## config.mk

```make
export PLATFORM = sky130hd
export DESIGN_NAME = evt_timestamp_unit_flat
export DESIGN_NICKNAME = d
export VERILOG_FILES = /design/src/rtl/evt_timestamp_unit_pkg.sv /design/src/rtl/evt_timestamp_unit_if.sv /design/src/rtl/evt_timestamp_unit_fifo.sv /design/src/rtl/evt_timestamp_unit.sv /design/src/flat_wrapper.sv
export SDC_FILE = /design/constraint.sdc
export NUM_CORES = 1
export LEC_CHECK = 0
export ABC_CLOCK_PERIOD_IN_PS = 3710
export BUFFER_PORTS_ARGS = -buffer_cell sky130_fd_sc_hd__buf_4
export CORE_MARGIN = 5
export CORE_UTILIZATION = 62
export CTS_CLUSTER_SIZE = 10
export DETAILED_ROUTE_END_ITERATION = 8
export PLACE_DENSITY = 0.88
export SYNTH_ARGS = -nofsm -noshare
export SYNTH_HDL_FRONTEND = slang
export SYNTH_SLANG_ARGS = --single-unit
```

## constraint.sdc

```tcl
create_clock -name clk -period 3.71 [get_ports clk]
set_input_delay 0.371 -clock clk [delete_from_list [all_inputs] [get_ports clk]]
set_output_delay 0.371 -clock clk [all_outputs]
set_load 0.005 [all_outputs]
```

## src/rtl/evt_timestamp_unit_pkg.sv

```systemverilog
// ============================================================================
// Package  : evt_ts_pkg
// Brief    : FSM encoding, default widths and FIFO entry pack/unpack helpers
// Revision : 1.0
// ============================================================================
`default_nettype none

package evt_ts_pkg;

    typedef enum logic [1:0] {
        ST_IDLE = 2'd0,
        ST_RUN  = 2'd1,
        ST_DONE = 2'd2
    } state_t;

    localparam int          C_CNT_W       = 32;
    localparam int          C_ID_W        = 4;
    localparam int          C_DEPTH       = 4;
    localparam int unsigned C_TIMEOUT_CYC = 1000;

    // Entries are handled at a fixed maximum width so one helper serves any CNT_W/ID_W.
    localparam int C_ENT_MAX_W = 80;
    typedef logic [C_ENT_MAX_W-1:0] ent_t;

    function automatic ent_t pack_entry(input logic [63:0] t, input logic [15:0] id,
                                        input int unsigned id_w);
        ent_t mask;
        mask = (ent_t'(1) << id_w) - ent_t'(1);
        return (ent_t'(t) << id_w) | (ent_t'(id) & mask);
    endfunction

    function automatic logic [63:0] entry_time(input ent_t e, input int unsigned id_w);
        return 64'(e >> id_w);
    endfunction

    function automatic logic [15:0] entry_id(input ent_t e, input int unsigned id_w);
        ent_t mask;
        mask = (ent_t'(1) << id_w) - ent_t'(1);
        return 16'(e & mask);
    endfunction

endpackage

`default_nettype wire

```

## src/rtl/evt_timestamp_unit_if.sv

```systemverilog
// ============================================================================
// Interface : evt_timestamp_unit_if
// Brief     : timestamp stream (valid/ready) from the unit to its consumer
// Revision  : 1.0
// ============================================================================
`default_nettype none

interface evt_timestamp_unit_if #(
    parameter int CNT_W = 32,
    parameter int ID_W  = 4
);
    logic             ts_valid;
    logic             ts_ready;
    logic [CNT_W-1:0] ts_time;
    logic [ID_W-1:0]  ts_id;

    modport master (output ts_valid, output ts_time, output ts_id, input ts_ready);
    modport slave  (input ts_valid, input ts_time, input ts_id, output ts_ready);
endinterface

`default_nettype wire

```

## src/rtl/evt_timestamp_unit_fifo.sv

```systemverilog
// ============================================================================
// Module   : sync_fifo_fwft
// Brief    : first-word fall-through FIFO, extra pointer MSB resolves full/empty
// Revision : 1.0
// ============================================================================
`default_nettype none

module sync_fifo_fwft #(
    parameter int WIDTH = 8,
    parameter int DEPTH = 4
) (
    input  wire logic             clk,
    input  wire logic             rst_n,
    input  wire logic             push,
    input  wire logic [WIDTH-1:0] din,
    output logic                  full,
    input  wire logic             pop,
    output logic [WIDTH-1:0]      dout,
    output logic                  empty
);
    localparam int AW    = $clog2(DEPTH);
    localparam int PTR_W = AW + 1;

    logic [WIDTH-1:0] r_mem [DEPTH];
    logic [PTR_W-1:0] r_wr_ptr;
    logic [PTR_W-1:0] r_rd_ptr;
    logic [AW-1:0]    w_wr_idx;
    logic [AW-1:0]    w_rd_idx;

    assign w_wr_idx = r_wr_ptr[AW-1:0];
    assign w_rd_idx = r_rd_ptr[AW-1:0];
    assign empty    = (r_wr_ptr == r_rd_ptr);
    assign full     = (r_wr_ptr[AW] != r_rd_ptr[AW]) && (w_wr_idx == w_rd_idx);
    assign dout     = r_mem[w_rd_idx];

    // A push while full is only issued alongside a pop, so overwriting the head slot is safe.
    always_ff @(posedge clk) begin
        if (push) begin
            r_mem[w_wr_idx] <= din;
        end
    end

    always_ff @(posedge clk) begin
        if (!rst_n) begin
            r_wr_ptr <= '0;
            r_rd_ptr <= '0;
        end else begin
            if (push) r_wr_ptr <= r_wr_ptr + PTR_W'(1);
            if (pop)  r_rd_ptr <= r_rd_ptr + PTR_W'(1);
        end
    end
endmodule

`default_nettype wire

```

## src/rtl/evt_timestamp_unit.sv

```systemverilog
// ============================================================================
// Module   : evt_timestamp_unit
// Brief    : cycle timebase, event-edge timestamp FIFO and sticky timeout
// Revision : 1.0
// ============================================================================
`default_nettype none

module evt_timestamp_unit
    import evt_ts_pkg::*;
#(
    parameter int          CNT_W       = C_CNT_W,
    parameter int          ID_W        = C_ID_W,
    parameter int          DEPTH       = C_DEPTH,
    parameter int unsigned TIMEOUT_CYC = C_TIMEOUT_CYC
) (
    input  wire logic              clk,
    input  wire logic              rst_n,
    input  wire logic              en,
    input  wire logic              evt,
    input  wire logic [ID_W-1:0]   evt_id,
    evt_timestamp_unit_if.master   ts,
    output logic [CNT_W-1:0]       now,
    output logic                   wrapped,
    output logic [7:0]             drop_cnt,
    output logic                   timeout
);
    localparam int ENT_W = CNT_W + ID_W;

    state_t           r_state;
    state_t           w_state_nxt;
    logic             w_inc;
    logic [CNT_W-1:0] r_now;
    logic             r_wrapped;
    logic [7:0]       r_drop_cnt;
    logic             r_evt_q;
    logic             r_edge;
    logic [ENT_W-1:0] r_cap;
    logic             w_full;
    logic             w_empty;
    logic             w_valid;
    logic             w_pop;
    logic             w_push;
    logic [ENT_W-1:0] w_dout;

    always_ff @(posedge clk) begin
        if (!rst_n) r_state <= ST_IDLE;
        else        r_state <= w_state_nxt;
    end

    always_comb begin
        w_state_nxt = r_state;
        w_inc       = 1'b0;
        case (r_state)
            ST_IDLE: if (en) w_state_nxt = ST_RUN;
            ST_RUN: begin
                if (!en) begin
                    w_state_nxt = ST_IDLE;
                end else begin
                    w_inc = 1'b1;
                    if (r_now == CNT_W'(TIMEOUT_CYC - 1)) w_state_nxt = ST_DONE;
                end
            end
            ST_DONE: w_state_nxt = ST_DONE;
            default: w_state_nxt = ST_IDLE;
        endcase
    end

    always_ff @(posedge clk) begin
        if (!rst_n) begin
            r_now     <= '0;
            r_wrapped <= 1'b0;
        end else if (w_inc) begin
            r_now <= r_now + CNT_W'(1);
            if (r_now == '1) r_wrapped <= 1'b1;
        end
    end

    // Previous sample resets high so a level held through reset is not an edge.
    // The edge and its {now, id} are registered, then pushed one cycle later.
    always_ff @(posedge clk) begin
        if (!rst_n) begin
            r_evt_q <= 1'b1;
            r_edge  <= 1'b0;
            r_cap   <= '0;
        end else begin
            r_evt_q <= evt;
            r_edge  <= evt & ~r_evt_q;
            r_cap   <= ENT_W'(pack_entry(64'(r_now), 16'(evt_id), ID_W));
        end
    end

    assign w_valid = ~w_empty;
    assign w_pop   = w_valid & ts.ts_ready;
    assign w_push  = r_edge & (~w_full | w_pop);

    always_ff @(posedge clk) begin
        if (!rst_n) begin
            r_drop_cnt <= '0;
        end else if (r_edge && w_full && !w_pop && (r_drop_cnt != 8'hFF)) begin
            r_drop_cnt <= r_drop_cnt + 8'd1;
        end
    end

    sync_fifo_fwft #(
        .WIDTH (ENT_W),
        .DEPTH (DEPTH)
    ) u_fifo (
        .clk   (clk),
        .rst_n (rst_n),
        .push  (w_push),
        .din   (r_cap),
        .full  (w_full),
        .pop   (w_pop),
        .dout  (w_dout),
        .empty (w_empty)
    );

    assign ts.ts_valid = w_valid;
    assign ts.ts_time  = w_valid ? CNT_W'(entry_time(ent_t'(w_dout), ID_W)) : '0;
    assign ts.ts_id    = w_valid ? ID_W'(entry_id(ent_t'(w_dout), ID_W)) : '0;
    assign now         = r_now;
    assign wrapped     = r_wrapped;
    assign drop_cnt    = r_drop_cnt;
    assign timeout     = (r_state == ST_DONE);
endmodule

`default_nettype wire
```

## src/flat_wrapper.sv

```systemverilog
// flat-port wrapper written by rule: the top's interface ports become plain ports
module evt_timestamp_unit_flat import evt_ts_pkg::*;
#(
    parameter int          CNT_W       = C_CNT_W,
    parameter int          ID_W        = C_ID_W,
    parameter int          DEPTH       = C_DEPTH,
    parameter int unsigned TIMEOUT_CYC = C_TIMEOUT_CYC
)
  (clk, rst_n, en, evt, evt_id, now, wrapped, drop_cnt, timeout, ts_ts_valid, ts_ts_time, ts_ts_id, ts_ts_ready);
  evt_timestamp_unit_if #(.CNT_W(CNT_W), .ID_W(ID_W)) ts_i ();
  input  wire logic clk;
  input  wire logic rst_n;
  input  wire logic en;
  input  wire logic evt;
  input  wire logic [ID_W-1:0] evt_id;
  output logic [CNT_W-1:0] now;
  output logic wrapped;
  output logic [7:0] drop_cnt;
  output logic timeout;
  output wire logic [$bits(ts_i.ts_valid)-1:0] ts_ts_valid;
  output wire logic [$bits(ts_i.ts_time)-1:0] ts_ts_time;
  output wire logic [$bits(ts_i.ts_id)-1:0] ts_ts_id;
  input wire logic [$bits(ts_i.ts_ready)-1:0] ts_ts_ready;
  assign ts_ts_valid = ts_i.ts_valid;
  assign ts_ts_time = ts_i.ts_time;
  assign ts_ts_id = ts_i.ts_id;
  assign ts_i.ts_ready = ts_ts_ready;
  evt_timestamp_unit #(.CNT_W(CNT_W), .ID_W(ID_W), .DEPTH(DEPTH), .TIMEOUT_CYC(TIMEOUT_CYC)) u_core (.clk(clk), .rst_n(rst_n), .en(en), .evt(evt), .evt_id(evt_id), .ts(ts_i), .now(now), .wrapped(wrapped), .drop_cnt(drop_cnt), .timeout(timeout));
endmodule
```

==> flow_metrics.tcl <==
set metrics [dict create \
    status "finished, final reports clean" \
    p_total_mw 5.29 \
    min_path_cells 2 \
    fin_skew_ps 16.1 \
    io_buffers 87 \
    ctsRootBufferMaster "clkbuf_16" \
    num-nets-final 686 \
    die_area_um2 16700 \
    fin_util_pct 74.7 \
    synth-edff-count 144 \
    drv_cap 0 \
    initial_utilization_pct 63.3 \
    vias 5110 \
    r2r_cells 3 \
    viasPerCell 5.87 \
    critPathArrivalTime_ps 2500 \
    post_cts_buffers 0 \
    finalSetupViolations 0 \
    wl_per_cell_um 20.9 \
    dieWidth_um 129 \
    drt.antenna.violating_nets 0 \
    synth_cell_type_count 40 \
    postCtsHoldBufs 0 \
    ys_ff_latch 233 \
    muxShareOfSynthArea_pct 9.57 \
    peakVddDrop_mv 0.351 \
    grt_usage_pct 22.6 \
    rows 43 \
    dr.pass1.iters 5 \
    pwr-share-clk_pct 43.1 \
    dp_hpwl_um 10800 \
    cts_made_buffers 27 \
    ys.warnings.count 0 \
    p_leak_nw 3.94 \
    crit_required_ps 3340 \
    grt_pass1_wl_um 29000 \
    n_antenna_cell 0 \
    slew_violations 0 \
    drive_gt1_share_pct 24.8 \
    crit_fanout 15 \
    area_delta_synth_final_pct 18.0 \
    htree_levels 1 \
    holdPathEnd "u_core.r_evt_q" \
    fin_crit_ps 2870 \
    final_cells 870 \
    drc_errors 0 \
    r2r-end "u_core.u_fifo.r_mem[3][17]" \
    cts_tree "yes" \
    min_from "evt" \
    synth-simple-area-share_pct 13.6 \
    p_int_mw 4.24 \
    regArea_um2 6110 \
    syn_inst 575 \
    yosysTopAreaCell "edfxtp_1" \
    cts_resized 0 \
    synth_common_cells "edfxtp_1 (144), dfxtp_1 (89), and2_1 (72), nor2_1 (48), mux4_2 (36)" \
    synth_fa_ha_area_share_pct 0.996 \
    syn_nets 591 \
    hold_class "in2reg" \
    multi_input_area_um2 2560 \
    cts_buffer_depth 3 \
    die_y_um 129 \
    drt_iter0_drc 493 \
    worstSetupPathType "reg2out" \
    wirelength_um 18200 \
    fin_tns_setup_ps 0 \
    worst_slew_pin_slew_ps 1070 \
    antenna_found_initial 0 \
    ff2ff_setup_slack_ps 1400 \
    synth_ff_type "edfxtp_1" \
    synthArstFlopShare_pct 0 \
    cts.sinks 233 \
    synth_area_leaders "edfxtp_1 (49%), dfxtp_1 (20%), mux4_2 (9.2%), and2_1 (5.1%), xor2_1 (2.2%)" \
    synth.cell_area_um2 8790 \
    ios 88 \
    synth_top_family_by_area "simple AND/OR/NAND/NOR gates" \
    crit_path_end_kind "output port" \
    gp_congestion 0.803 \
    p_comb_share_pct 4.6 \
    p_seq_share_pct 52.2 \
    rsz0062_at_grt "false" \
    startpoint_type "flip-flop" \
    grt_max_degree 43 \
    ys_seq_area_share_pct 69.5 \
    rr_startpoint "u_core.u_fifo.r_wr_ptr[0]" \
    yosysMostFrequentCell "edfxtp_1" \
    fmax_mhz 349 \
    dp_cells 821 \
    overflow 0 \
    fin_hold_ws_ps 65.8 \
    avgSynthCellArea_um2 15.3 \
    hold_viol 0 \
    synth_compound_area_share_pct 0.940 \
    clk_pin_slew_ps 50 \
    p_sw_share_pct 19.8 \
    insertion_delay_ps 510 \
    post-synth-top-area-fraction_pct 49.2 \
    first_global_vias 5391 \
    fillCellCount 775 \
    power.density_nw_per_um2 510 \
    p_sw_mw 1.05 \
    fin_crit_sh_pct 77.3 \
    coreArea_um2 13900 \
    maxSlewHeadroom_pct 28.5 \
    synth_xor_area_share_pct 3.99 \
]
[worst max-delay path: stages (launching register included)]
cell and delay [ps]:
dfxtp_2 700, buf_4 410, mux4_2 560, and2_1 180, buf_4 130
[sequential cells by signal, indices dropped and copies added (netlist names), named ones only]
signal,count
u_core.u_fifo.r_mem,144
u_core.r_cap,36
u_core.now,32
u_core.drop_cnt,8
u_core.u_fifo.r_rd_ptr,3
u_core.u_fifo.r_wr_ptr,3
u_core.r_state,2
u_core.r_edge,1
u_core.r_evt_q,1
u_core.wrapped,1
[cells in the final DEF, fill, tap and decap left out, drive strengths merged, types with 3 or more instances in the layout]
cell / instances
nor4: 10
nor2: 48
mux2i: 3
and3: 10
xor2: 22
nand2: 18
nand4: 16
ha: 7
o21ai: 4
clkbuf: 48
or3: 3
inv: 8
mux4: 36
and2: 73
dfxtp: 89
buf: 92
nor3: 5
xnor2: 18
nand3: 14
a21oi: 7
edfxtp: 144
[stage by stage]
step                      setup slack, ps  cell area, um^2
after floorplan                      1500             8790
after global placement               1350             9610
after detailed placement             1290             9610
after CTS                             766            10400
after global routing                  638            10400
final                                 843            10400
[cell families (layout without fill, tap and decap cells)]
| logic type | count (synthesis) | in the layout |
|---|---|---|
| simple gates | 209 | 209 |
| mux | 39 | 39 |
| buf+inv | 33 | 148 |
| flops | 233 | 233 |
| compound gates | 14 | 14 |
| fa+ha+maj | 7 | 7 |
| xor+xnor | 40 | 40 |
[how the worst max path moves through the flow]
| stage | endpoint | depth (start not counted) | start | slack [ps] |
|---|---|---|---|---|
| after floorplan | u_core.u_fifo.r_mem[1][0] | 4 | u_core.u_fifo.r_wr_ptr[2] | 1500 |
| after global placement | ts_ts_time[19] | 4 | flip-flop | 1350 |
| after detailed placement | ts_ts_time[19] | 4 | flip-flop | 1290 |
| after CTS | ts_ts_time[31] | 4 | flip-flop | 770 |
| after global routing | ts_ts_time[31] | 4 | flip-flop | 640 |
| final | ts_ts_time[19] | 4 | flip-flop | 840 |
[power groups by stage]
stage | registers (mW) | clock network, mW | logic [mW]
after global routing | 2.76 | 2.47 | 0.265
after floorplan | 2.80 | 0 | 0.148
final | 2.76 | 2.28 | 0.244
after global placement | 2.82 | 0 | 0.242
after CTS | 2.76 | 2.31 | 0.249
after detailed placement | 2.82 | 0 | 0.247
[metal layers]
layer  global-route usage (%)  vias up  wire length (um)
li1                         -     2299                 -
met1                     28.9     2537              6990
met2                     39.0      215              9550
met3                     3.75       59               977
met4                     8.89        0               638
met5                        0        -                 0
[layout make-up]
cell class | instances | share of cell area (%)
clock buffers | 48 | 7.28
clock inverters | 1 | 0.0603
repair buffers | 92 | 6.66
flip-flops and latches | 233 | 58.9
multi-input cells | 309 | 24.7
inverters | 7 | 0.253
well taps | 180 | 2.17
No activity file was read; power rests on OpenSTA's default activity.
